## src/rtl/stopwatch_pkg.sv

```systemverilog
// Shared types and constants for the stopwatch display: scan states, segment
// patterns (active-low g..a), digit selects and the preset-to-BCD helper.
package stopwatch_pkg;

    typedef enum logic [1:0] {
        S0 = 2'd0,
        S1 = 2'd1,
        S2 = 2'd2,
        S3 = 2'd3
    } scan_state_e;

    localparam logic [6:0] SEG_0   = 7'b1000000;
    localparam logic [6:0] SEG_1   = 7'b1111001;
    localparam logic [6:0] SEG_2   = 7'b0100100;
    localparam logic [6:0] SEG_3   = 7'b0110000;
    localparam logic [6:0] SEG_4   = 7'b0011001;
    localparam logic [6:0] SEG_5   = 7'b0010010;
    localparam logic [6:0] SEG_6   = 7'b0000010;
    localparam logic [6:0] SEG_7   = 7'b1111000;
    localparam logic [6:0] SEG_8   = 7'b0000000;
    localparam logic [6:0] SEG_9   = 7'b0010000;
    localparam logic [6:0] SEG_OFF = 7'b1111111;

    localparam logic [3:0] DIG_SEC_ONES = 4'b1110;
    localparam logic [3:0] DIG_SEC_TENS = 4'b1101;
    localparam logic [3:0] DIG_MIN_ONES = 4'b1011;
    localparam logic [3:0] DIG_MIN_TENS = 4'b0111;

    // Preset values above 59 saturate before conversion to packed BCD.
    function automatic logic [7:0] bin_to_bcd(input logic [5:0] v);
        logic [5:0] s;
        logic [3:0] tens;
        logic [3:0] ones;
        s    = (v > 6'd59) ? 6'd59 : v;
        tens = 4'(s / 6'd10);
        ones = 4'(s % 6'd10);
        return {tens, ones};
    endfunction

endpackage

```

## src/rtl/seg7_decoder.sv

```systemverilog
// Combinational BCD digit to active-low seven-segment (g..a) lookup.
module seg7_decoder
    import stopwatch_pkg::*;
(
    input  logic [3:0] bcd,
    output logic [6:0] seg
);

    always_comb begin
        seg = SEG_OFF;
        case (bcd)
            4'd0:    seg = SEG_0;
            4'd1:    seg = SEG_1;
            4'd2:    seg = SEG_2;
            4'd3:    seg = SEG_3;
            4'd4:    seg = SEG_4;
            4'd5:    seg = SEG_5;
            4'd6:    seg = SEG_6;
            4'd7:    seg = SEG_7;
            4'd8:    seg = SEG_8;
            4'd9:    seg = SEG_9;
            default: seg = SEG_OFF;
        endcase
    end

endmodule

```

## src/rtl/stopwatch_display.sv

```systemverilog
// MM:SS up/down stopwatch with multiplexed 4-digit seven-segment output.
// Optional build macro LEADING_ZERO_BLANK_EN blanks leading minute zeros.
module stopwatch_display
    import stopwatch_pkg::*;
#(
    parameter int unsigned CLK_HZ     = 100_000_000,
    parameter int unsigned TICK_HZ    = 1,
    parameter int unsigned REFRESH_HZ = 1000,
    parameter bit          WRAP_UP    = 1'b1
) (
    input  logic       clk,
    input  logic       reset,
    input  logic       start,
    input  logic       stop,
    input  logic       clear,
    input  logic       load,
    input  logic       dir,
    input  logic [5:0] load_min,
    input  logic [5:0] load_sec,
    output logic [7:0] signalout,
    output logic [3:0] digit,
    output logic [7:0] min_bcd,
    output logic [7:0] sec_bcd,
    output logic       running,
    output logic       expired
);

    localparam int unsigned TICK_DIV = CLK_HZ / TICK_HZ;
    localparam int unsigned SCAN_DIV = CLK_HZ / (REFRESH_HZ * 4);
    localparam int unsigned PW       = $clog2(TICK_DIV);
    localparam int unsigned SW       = (SCAN_DIV > 1) ? $clog2(SCAN_DIV) : 1;

    localparam logic [PW-1:0] PRESC_LAST = PW'(TICK_DIV - 1);
    localparam logic [PW-1:0] PRESC_HALF = PW'(TICK_DIV / 2);
    localparam logic [SW-1:0] SCAN_LAST  = SW'(SCAN_DIV - 1);

    logic [3:0]    s01_q, s10_q, m01_q, m10_q;
    logic [3:0]    s01_d, s10_d, m01_d, m10_d;
    logic          running_q, running_d;
    logic          expired_q, expired_d;
    logic [PW-1:0] presc_q, presc_d;
    logic [SW-1:0] scan_cnt_q, scan_cnt_d;
    scan_state_e   scan_q, scan_d;
    logic [3:0]    digit_q, digit_d;
    logic [7:0]    signalout_q, signalout_d;

    logic          tick;
    logic          at_zero, at_one, at_max;
    logic [7:0]    load_min_bcd, load_sec_bcd;
    logic [3:0]    cur_bcd;
    logic [6:0]    cur_seg;
    logic          dp_lit;

    assign tick         = running_q && (presc_q == PRESC_LAST);
    assign at_zero      = ({m10_q, m01_q, s10_q, s01_q} == 16'h0000);
    assign at_one       = ({m10_q, m01_q, s10_q, s01_q} == 16'h0001);
    assign at_max       = ({m10_q, m01_q, s10_q, s01_q} == 16'h5959);
    assign load_min_bcd = bin_to_bcd(load_min);
    assign load_sec_bcd = bin_to_bcd(load_sec);

    // Command priority: clear > load > stop > start > tick.
    always_comb begin
        s01_d     = s01_q;
        s10_d     = s10_q;
        m01_d     = m01_q;
        m10_d     = m10_q;
        running_d = running_q;
        expired_d = expired_q;
        presc_d   = presc_q;

        if (clear) begin
            {m10_d, m01_d, s10_d, s01_d} = '0;
            running_d = 1'b0;
            expired_d = 1'b0;
            presc_d   = '0;
        end else if (load) begin
            {m10_d, m01_d} = load_min_bcd;
            {s10_d, s01_d} = load_sec_bcd;
            expired_d      = 1'b0;
            presc_d        = '0;
        end else if (stop) begin
            running_d = 1'b0;
        end else if (start) begin
            if (!(dir && at_zero)) begin
                running_d = 1'b1;
                presc_d   = '0;
            end
        end else if (running_q) begin
            if (tick) begin
                presc_d = '0;
                if (!dir) begin
                    if (at_max) begin
                        if (WRAP_UP) begin
                            {m10_d, m01_d, s10_d, s01_d} = '0;
                        end else begin
                            running_d = 1'b0;
                            expired_d = 1'b1;
                        end
                    end else if (s01_q != 4'd9) begin
                        s01_d = s01_q + 4'd1;
                    end else begin
                        s01_d = '0;
                        if (s10_q != 4'd5) begin
                            s10_d = s10_q + 4'd1;
                        end else begin
                            s10_d = '0;
                            if (m01_q != 4'd9) begin
                                m01_d = m01_q + 4'd1;
                            end else begin
                                m01_d = '0;
                                m10_d = m10_q + 4'd1;
                            end
                        end
                    end
                end else if (at_zero) begin
                    running_d = 1'b0;
                    expired_d = 1'b1;
                end else begin
                    if (at_one) begin
                        running_d = 1'b0;
                        expired_d = 1'b1;
                    end
                    if (s01_q != 4'd0) begin
                        s01_d = s01_q - 4'd1;
                    end else begin
                        s01_d = 4'd9;
                        if (s10_q != 4'd0) begin
                            s10_d = s10_q - 4'd1;
                        end else begin
                            s10_d = 4'd5;
                            if (m01_q != 4'd0) begin
                                m01_d = m01_q - 4'd1;
                            end else begin
                                m01_d = 4'd9;
                                m10_d = m10_q - 4'd1;
                            end
                        end
                    end
                end
            end else begin
                presc_d = presc_q + PW'(1);
            end
        end
    end

    always_comb begin
        scan_cnt_d = scan_cnt_q;
        scan_d     = scan_q;
        if (scan_cnt_q == SCAN_LAST) begin
            scan_cnt_d = '0;
            case (scan_q)
                S0:      scan_d = S1;
                S1:      scan_d = S2;
                S2:      scan_d = S3;
                default: scan_d = S0;
            endcase
        end else begin
            scan_cnt_d = scan_cnt_q + SW'(1);
        end
    end

    always_comb begin
        cur_bcd = s01_q;
        digit_d = DIG_SEC_ONES;
        case (scan_q)
            S0: begin cur_bcd = s01_q; digit_d = DIG_SEC_ONES; end
            S1: begin cur_bcd = s10_q; digit_d = DIG_SEC_TENS; end
            S2: begin cur_bcd = m01_q; digit_d = DIG_MIN_ONES; end
            default: begin cur_bcd = m10_q; digit_d = DIG_MIN_TENS; end
        endcase
    end

    seg7_decoder u_seg7_decoder (
        .bcd (cur_bcd),
        .seg (cur_seg)
    );

    // Colon blink: dp on the min-ones digit during the first half of each tick.
    assign dp_lit = (scan_q == S2) && running_q && (presc_q < PRESC_HALF);

    always_comb begin
        signalout_d = {~dp_lit, cur_seg};
`ifdef LEADING_ZERO_BLANK_EN
        if (((scan_q == S3) && (m10_q == 4'd0)) ||
            ((scan_q == S2) && (m10_q == 4'd0) && (m01_q == 4'd0))) begin
            signalout_d = {1'b1, SEG_OFF};
        end
`endif
    end

    always_ff @(posedge clk) begin
        if (reset) begin
            s01_q       <= '0;
            s10_q       <= '0;
            m01_q       <= '0;
            m10_q       <= '0;
            running_q   <= 1'b0;
            expired_q   <= 1'b0;
            presc_q     <= '0;
            scan_cnt_q  <= '0;
            scan_q      <= S0;
            digit_q     <= DIG_SEC_ONES;
            signalout_q <= {1'b1, SEG_0};
        end else begin
            s01_q       <= s01_d;
            s10_q       <= s10_d;
            m01_q       <= m01_d;
            m10_q       <= m10_d;
            running_q   <= running_d;
            expired_q   <= expired_d;
            presc_q     <= presc_d;
            scan_cnt_q  <= scan_cnt_d;
            scan_q      <= scan_d;
            digit_q     <= digit_d;
            signalout_q <= signalout_d;
        end
    end

    assign signalout = signalout_q;
    assign digit     = digit_q;
    assign min_bcd   = {m10_q, m01_q};
    assign sec_bcd   = {s10_q, s01_q};
    assign running   = running_q;
    assign expired   = expired_q;

endmodule

```

## config.mk

```make
export PLATFORM = sky130hd
export DESIGN_NAME = stopwatch_display
export DESIGN_NICKNAME = d
export VERILOG_FILES = /design/src/rtl/stopwatch_pkg.sv /design/src/rtl/seg7_decoder.sv /design/src/rtl/stopwatch_display.sv
export SDC_FILE = /design/constraint.sdc
export NUM_CORES = 1
export LEC_CHECK = 0
export BUFFER_PORTS_ARGS = -buffer_cell sky130_fd_sc_hd__buf_2
export CAP_MARGIN = 25
export CORE_MARGIN = 8
export CORE_UTILIZATION = 60
export CTS_CLUSTER_SIZE = 24
export DETAILED_ROUTE_END_ITERATION = 12
export PLACE_DENSITY = 0.83
export SYNTH_ARGS = -nofsm -noshare
export SYNTH_HDL_FRONTEND = slang
export SYNTH_SLANG_ARGS = --single-unit
```

## constraint.sdc

```tcl
create_clock -name clk -period 5.7 [get_ports clk]
set_input_delay 0.285 -clock clk [delete_from_list [all_inputs] [get_ports clk]]
set_output_delay 0.285 -clock clk [all_outputs]
set_load 0.02 [all_outputs]
```

Word-level counts from Yosys, hierarchy flattened --
Memories as Yosys holds them, arrays and structs flattened. A register that Yosys moved wholly into a read port is not among the register bits. Cells that the tools add are included.
Word-level totals: register bits after elaboration 74, latch bits 0, RAM bits 0, ROM bits 112, input bits 19, output and inout bits 30, logic and storage cells 145, memories 1
Memories:
- (no name shown) | depth 16, bits a word 7, read ports 1, clocked after memory_dff 1, write ports 0, line seg7_decoder.sv:11 | case (bcd)
Operators by class: add/subtract/negate cells 10, multipliers 0, divide/modulo/power cells 4, order comparisons 3, equality and inequality tests 20, shifts and indexed selects 0, multiplexer cells 69, bitwise logic cells 4, reduce and logical (&&, ||, !) cells 23
Operators with widths (count):
- $mux W4 | 50
- $mux W27 | 4
- $add A27 B1 Y27 const B | 1
- $eq A27 B27 Y1 const B | 1
- $lt A27 B26 Y1 const B | 1
- $pmux W4 S3 | 2
- $ne A4 B4 Y1 const B | 5
- $add A4 B1 Y4 const B | 4
- $eq A16 B1 Y1 const B | 1
- $eq A16 B15 Y1 const B | 1
- $logic_not A16 Y1 | 1
- $sub A4 B1 Y4 const B | 4
- $add A15 B1 Y15 const B | 1
- $eq A15 B15 Y1 const B | 1
- $ne A3 B3 Y1 const B | 5
- $div A6 B4 Y6 const B | 2
- $gt A6 B6 Y1 const B | 2
- $mod A6 B4 Y6 const B | 2
- $mux W6 | 2
- $reduce_bool A4 Y1 | 3
- $reduce_and A11 Y1 | 1
- $mux W1 | 10
- $reduce_and A9 Y1 | 1
- $reduce_bool A2 Y1 | 4
- 16 further kinds | 24

Logic depth before layout (Yosys ltp) --
Gate-level depths: netlist of the first run.
depth after elaboration 11, gate-level depth with buffers 14, depth with buffers taken out 13

Cells and area by module --
A second synthesis of the first run with hierarchy kept.
Second synthesis, totals: cell total of the unflattened synthesis 673, area, all modules 5246.3 um^2
Modules (own cells, without submodules):
- stopwatch_display | instances 1, cells each 640, area an instance 5036.1 um^2, sequential area each 1481.4 um^2
- seg7_decoder | instances 1, cells each 33, area an instance 210.2 um^2, sequential area each 0.0 um^2

Worst setup path before layout of the first run --
No wires, ideal clock.
path kind input port to flip-flop, from input port load_sec[2], to register s01_q[2], library setup time 70 ps, data arrival time 2577 ps, data required time 5630 ps, path slack 3052 ps, stages on the path 13, buffers on the path 1, cell sequence clkbuf_1 nand2_1 inv_1 ha_1 nor4b_1 nor3_1 o22ai_1 xnor2_1 ha_1 mux2_2 a21oi_1 o31ai_1 a21oi_1
On the way: longest elaborated chain between the ends 4
RTL lines:
- start: declaration | line stopwatch_display.sv:19 | input logic [5:0] load_sec,
- $gt A6 B6 Y1 | line stopwatch_pkg.sv:34 | s = (v > 6'd59) ? 6'd59 : v;
- $mux W6 * | line stopwatch_pkg.sv:34
- $mod A6 B4 Y6 * | line stopwatch_pkg.sv:36 | ones = 4'(s % 6'd10);
- $mux W4 * | line stopwatch_display.sv:76 | end else if (load) begin
- end signal: assignment | line stopwatch_display.sv:193 | s01_q <= '0;
- end signal: assignment | line stopwatch_display.sv:205 | s01_q <= s01_d;
- end: declaration | line stopwatch_display.sv:37 | logic [3:0] s01_q, s10_q, m01_q, m10_q;
Mark *: on every way between the ends. The rest lies on a longest branch, timed or not. A chain may end at the register's enable or synchronous reset.

Worst setup path in the final report of the first run --
from register m01_q[0], to register presc_q[14]
On the way: longest elaborated chain between the ends 4
RTL lines:
- start: declaration | line stopwatch_display.sv:37
- start signal: assignment | line stopwatch_display.sv:207 | m01_q <= m01_d;
- $logic_not A16 Y1 | line stopwatch_display.sv:55 | assign at_zero = ({m10_q, m01_q, s10_q, s01_q} == 16'h0000);
- $logic_and A1 B1 Y1 | line stopwatch_display.sv:84 | if (!(dir && at_zero)) begin
- $ne A2 B2 Y1 (no line)
- $reduce_and A3 Y1 (no line)
- end signal: assignment | line stopwatch_display.sv:211 | presc_q <= presc_d;
- end: declaration | line stopwatch_display.sv:41 | logic [PW-1:0] presc_q, presc_d;
No other way between the ends.

==> results of run 1 <==
synth_stat cells (5+ instances only):
cell,count
o31ai_1,7
nor2_1,69
nor3_1,16
inv_1,41
clkbuf_1,20
buf_2,12
nand2b_1,12
nor4_1,9
and3_1,8
or3_1,6
dfxtp_1,74
or2_2,6
a21oi_1,39
and4_1,8
xnor2_1,18
nand2_1,39
nor3b_1,5
nor4b_1,5
o21ai_0,33
nand4_1,12
o21a_1,6
mux2i_1,5
ha_1,38
a211o_1,7
a21o_1,5
nand3b_1,12
a31oi_1,8
o211ai_1,6
nor2b_1,7
xor2_1,14
a211oi_1,7
nand3_1,26
mux2_2,7
cell type report:
| cell class | instances | share of cell area (%) |
|---|---|---|
| Clock buffer | 10 | 2.39 |
| Clock inverter | 6 | 1.26 |
| Inverter | 42 | 2.74 |
| Multi-Input combinational cell | 513 | 61.4 |
| Sequential cell | 74 | 25.7 |
| Tap cell | 108 | 2.35 |
| Timing Repair Buffer | 48 | 4.17 |
flip-flops by register name, indices dropped and copies added (netlist names):
name	cells
presc_q	27
scan_cnt_q	15
signalout	8
digit	4
m01_q	4
m10_q	4
s01_q	4
s10_q	4
scan_q	2
expired	1
running	1
worst paths after layout:
kind,start,endpoint,slack (ns)
worst max register to register,m01_q[0],presc_q[14],2.52
worst min register to register,scan_cnt_q[0],scan_cnt_q[0],0.48
worst max-delay path,m01_q[0],presc_q[14],2.52
worst min-delay path,clear,running,0.28
power breakdown:
group | internal, mW | leakage (nW) | switching [mW]
Combinational | 0.0937 | 1.49 | 0.148
Clock | 0.219 | 0.103 | 0.214
Sequential | 0.529 | 0.599 | 0.0173
logic make-up after synthesis:
family / synth area share (%)
AOI/OAI and AO/OA: 21.7
buffers and inverters: 5.71
adders and majority gates: 8.93
xor gates and xnor gates: 5.27
muxes: 2.42
and+or+nand+nor: 28.1
DFF: 27.8
critical path: cells and delay by family (launching register included):
| family | cells | cell delay [ns] |
|---|---|---|
| and+or+nand+nor | 2 | 0.37 |
| DFF | 1 | 0.52 |
| adders and majority gates | 1 | 0.26 |
| buffers and inverters | 1 | 0.14 |
| AOI/OAI and AO/OA | 4 | 1.79 |
layer usage:
| layer | vias to the layer above | part of all wire (%) | wire, um | GRT usage (%) |
|---|---|---|---|---|
| met5 | - | 0 | 0 | 0 |
| met2 | 209 | 47 | 6250 | 37.1 |
| met3 | 21 | 7.7 | 1020 | 5.00 |
| met1 | 2309 | 44 | 5920 | 29.0 |
| met4 | 0 | 1.4 | 182 | 7.14 |
| li1 | 2465 | - | - | - |
==> impl_metrics.tcl, run 1 <==
set metrics [dict create \
    status "complete, no violations" \
    clk_path_buf_depth 2 \
    finalWorstSetupSlack_ns 2.52 \
    cp_max_fo 24 \
    utilization_pct 66.4 \
    cts_num_sinks 74 \
    h-tree-depth 3 \
    synth.distinct_cells 78 \
    fin_hold_ws_ns 0.279 \
    dieArea_um2 12100 \
    hpwl_um 9660 \
    syn_area_um2 5320 \
    antenna_cells 0 \
    slew_headroom_pct 44.4 \
    clk_latency_ns 0.35 \
    post-cts-setup-buffer-count 0 \
    finalSetupViolations 0 \
    startpoint_type "flip-flop" \
    fp.dieW_um 110 \
    cap_violations 0 \
    synth_seq_cells 74 \
    cts_hold_buf 0 \
    drtIter0Drc 412 \
    power_density_nw_per_um2 212 \
    ant_nets 0 \
    max_freq_mhz 314 \
    slew_viol_final 0 \
    design_area_um2 5760 \
    worst-r2r-cell-count 8 \
    fin_cells 801 \
    dpl_worst_slack_ns 2.58 \
    peakVddDrop_mv 0.165 \
    worstPathCellList "inv_1 -> ha_1 -> or3b_4 -> nor4_4 -> a21oi_1 -> a21o_1 -> o22ai_1 -> a22o_1" \
    mostFrequentLayoutCell "dfxtp_1" \
    holdPathStages 3 \
    drive_gt1_share_pct 13.7 \
    synth-async-reset-ratio_pct 0 \
    ys_seq_area_share_pct 27.8 \
    avgSynthCellArea_um2 8.03 \
    synth.area.top_cells "dfxtp_1 28%, ha_1 8.9%, nor2_1 4.9%" \
    worstPathRequired_ns 5.95 \
    slowest_stage "a21o_1" \
    ys_warn_count 0 \
    io_buffers 48 \
    grt_use_total_pct 22.6 \
    start_util_pct 61.3 \
    syn2layout_area_growth_pct 8.25 \
    cts_resized 0 \
    gr-total-overflow 0 \
    dp_cells 785 \
    yosys.area.top_type "dfxtp_1" \
    synth_top_cell_area_share_pct 27.8 \
    synth_edf_count 0 \
    nFillCells 736 \
    synth_fp_nets 720 \
    worstMarginPinSlew_ns 0.831 \
    drcViolationCount 0 \
    dr.pass1.iters 5 \
    ios 49 \
    first_global_vias 4710 \
    layout_common_cells "74 x dfxtp_1, 69 x nor2_1, 48 x buf_2" \
    period_share_pct 55.9 \
    grt_pass1_wl_um 22300 \
    min_path_type "primary input to flip-flop" \
    cts_made_buffers 9 \
    synth_cells 663 \
    rsz0062_at_grt "no" \
    skew_ns 0.0140 \
    via_count 5004 \
    crit_path_end_kind "flip-flop" \
    cts_tree "built" \
    grt_max_degree 30 \
    period_minus_slack_ns 3.18 \
    antenna_found_initial 0 \
    max_stage_delay_ns 0.69 \
    fp.coreArea_um2 8680 \
    via_per_inst 6.25 \
    cp.arrival_ns 3.43 \
    finalPower_mw 1.22 \
    clk_pin_slew_ns 0.09 \
    p_leak_nw 2.19 \
    root_buffer "clkbuf_8" \
    fp-row-count 34 \
    criticalPathCategory "flip-flop to flip-flop" \
    gp_congestion 0.943 \
    hold_viol 0 \
    finalSetupTns_ns 0 \
    die_y_um 110 \
    drt-total-wl_um 13400 \
    avgRoutedWirePerCell_um 16.7 \
    nNetsFinal 745 \
    synth_flop_cell "dfxtp_1" \
    seq_area_um2 1480 \
    dpl_cell_area_um2 5550 \
    multi_input_area_um2 3540 \
]
(Power assumes the default switching activity.)
==> inputs of run 2 (changes only) <==
clock period = 3.3 ns   (was 5.7 ns; I/O delays follow)
==> run 2 against run 1 <==
Utilization increased by 0.52 points. Sequential power grew 72%. First-iteration DRC count grew 13%. Fmax up 13%. Worst hold slack got worse by 0.14 ns. Wire length is 2.9% higher. Critical path depth up 1. Highest routed layer unchanged. Global-route usage increased by 0.67 points. Clock power is 76% higher.
==> impl_metrics.tcl, run 2 (same netlist as run 1, synthesis figures left out) <==
set metrics [dict create \
    status "complete, no violations" \
    start_util_pct 61.3 \
    worst-r2r-cell-count 9 \
    avgRoutedWirePerCell_um 17.0 \
    worst-r2r-setup-slack_ns 0.49 \
    crit_buf_inv 3 \
    holdPathStages 2 \
    finalSetupViolations 0 \
    timing.rr.start "s10_q[1]" \
    grt_pass1_wl_um 23300 \
    layout_common_cells "74 x dfxtp_1, 69 x nor2_1, 48 x buf_2" \
    cts_resized 0 \
    path_delay_family "simple AND/OR/NAND/NOR gates" \
    slowest_stage "or4b_4" \
    drive_gt1_share_pct 14.4 \
    clk_pin_slew_ns 0.09 \
    clk_latency_ns 0.36 \
    utilization_pct 66.9 \
    dpl_worst_slack_ns 0.333 \
    syn2layout_area_growth_pct 9.10 \
    mostFrequentLayoutCell "dfxtp_1" \
    cap_violations 0 \
    p_seq_share_pct 44.0 \
    multi_input_area_um2 3540 \
    fin_hold_ws_ns 0.136 \
    h-tree-depth 3 \
    dieArea_um2 12100 \
    drtIter0Drc 464 \
    fin_cells 808 \
    worstPathCellList "inv_1 -> ha_1 -> or4b_4 -> nor4_4 -> a21oi_1 -> buf_4 -> a21o_1 -> buf_4 -> nor2_1" \
    post-cts-setup-buffer-count 0 \
    gr-total-overflow 0 \
    timing.rr.end "presc_q[19]" \
    via_count 5196 \
    largest-register "presc_q" \
    period_minus_slack_ns 2.81 \
    cts_num_sinks 74 \
    cts_made_buffers 9 \
    seq_area_um2 1480 \
    drt-total-wl_um 13800 \
    nFillCells 726 \
    gp_congestion 0.991 \
    startpoint_type "flip-flop" \
    period_share_pct 85.1 \
    criticalPathCategory "flip-flop to flip-flop" \
    antenna_found_initial 0 \
    power.share.clock_pct 35.8 \
    hpwl_um 10100 \
    comb_power_share_pct 20.2 \
    ios 49 \
    dr.pass1.iters 8 \
    first_global_vias 5048 \
    grt_max_degree 30 \
    via_per_inst 6.43 \
    hold_viol 0 \
    worstMarginPinSlew_ns 0.816 \
    max_stage_delay_ns 0.51 \
    io_buffers 48 \
    fp.dieW_um 110 \
    slew_viol_final 0 \
    cp_max_fo 13 \
    root_buffer "clkbuf_8" \
    swShare_pct 32.2 \
    finalWorstSetupSlack_ns 0.492 \
    dp_cells 791 \
    max_freq_mhz 356 \
    peakVddDrop_mv 0.247 \
    whs_endpoint "digit[0]" \
    p_leak_nw 2.22 \
    internal_power_mw 1.44 \
    largest_register_ff_count 27 \
    crit_path_end_kind "flip-flop" \
    nNetsFinal 751 \
    cpMostUsedCell "buf_4" \
    cts_tree "built" \
    grt_use_total_pct 23.3 \
    clk_path_buf_depth 2 \
    cp.arrival_ns 3.11 \
    min_path_type "primary input to flip-flop" \
    finalSetupTns_ns 0 \
    rsz0062_at_grt "no" \
    fp-row-count 34 \
    p_sw_mw 0.687 \
    drcViolationCount 0 \
    worstPathRequired_ns 3.60 \
    cts_hold_buf 0 \
    skew_ns 0.0104 \
    slew_headroom_pct 45.4 \
    fp.coreArea_um2 8680 \
    hold_start "reset" \
    ant_nets 0 \
    power_density_nw_per_um2 367 \
    die_y_um 110 \
]
run 2: cell types whose count changed in the layout (fill, tap and decap cells not counted):
cell | previous run | this run
clkbuf_8 | 10 | 9
inv_6 | 2 | 3
buf_4 | 0 | 6
inv_8 | 0 | 1
diode_2 | 0 | 1
clkinv_4 | 2 | 1
run 2: worst register-to-register path, cell delays in order (launching register included):
cell	delay (ns)
dfxtp_1	0.37
inv_1	0.15
ha_1	0.26
or4b_4	0.51
nor4_4	0.45
a21oi_1	0.14
buf_4	0.19
a21o_1	0.31
buf_4	0.25
nor2_1	0.12
run 2: cell type report:
type / count / share of cell area, %
clock inverters: 7 / 1.44
multi-input cells: 513 / 60.9
well taps: 108 / 2.33
inverters: 42 / 2.72
flip-flops and latches: 74 / 25.5
diodes: 1 / 0.0431
repair buffers: 54 / 4.91
clock buffers: 9 / 2.13
run 2: per-stage QoR:
stage | area [um2] | total power, mW
final | 5810 | 2.13
after global routing | 5800 | 2.23
after CTS | 5800 | 2.12
after detailed placement | 5600 | 1.38
after global placement | 5600 | 1.36
after floorplan | 5320 | 1.28
run 2: per-layer routing:
layer	part of all wire, %	wire [um]	vias to the layer above	GRT usage (%)
li1	-	-	2477	-
met1	44	6040	2439	29.4
met2	47	6420	244	37.7
met3	7.7	1070	36	5.06
met4	1.7	232	0	9.90
met5	0	0	-	0
run 2: how the worst max path moves through the flow:
stage | from | end | slack (ns) | cells after the start
final | s10_q[1] | presc_q[19] | 0.49 | 9
after floorplan | load_sec[2] | s01_q[2] | 0.77 | 13
after global placement | load_sec[4] | s01_q[2] | 0.52 | 13
after global routing | m01_q[0] | presc_q[0] | 0.31 | 9
after CTS | s10_q[1] | presc_q[19] | 0.52 | 9
after detailed placement | load_sec[3] | s01_q[2] | 0.33 | 13
run 2: power by group through the flow:
stage	combinational [mW]	clock, mW	sequential, mW
2_1_floorplan	0.307	0	0.971
3_3_place_gp	0.405	0	0.956
3_5_place_dp	0.421	0	0.957
4_1_cts	0.424	0.762	0.936
5_1_grt	0.477	0.817	0.941
6_report	0.431	0.762	0.938
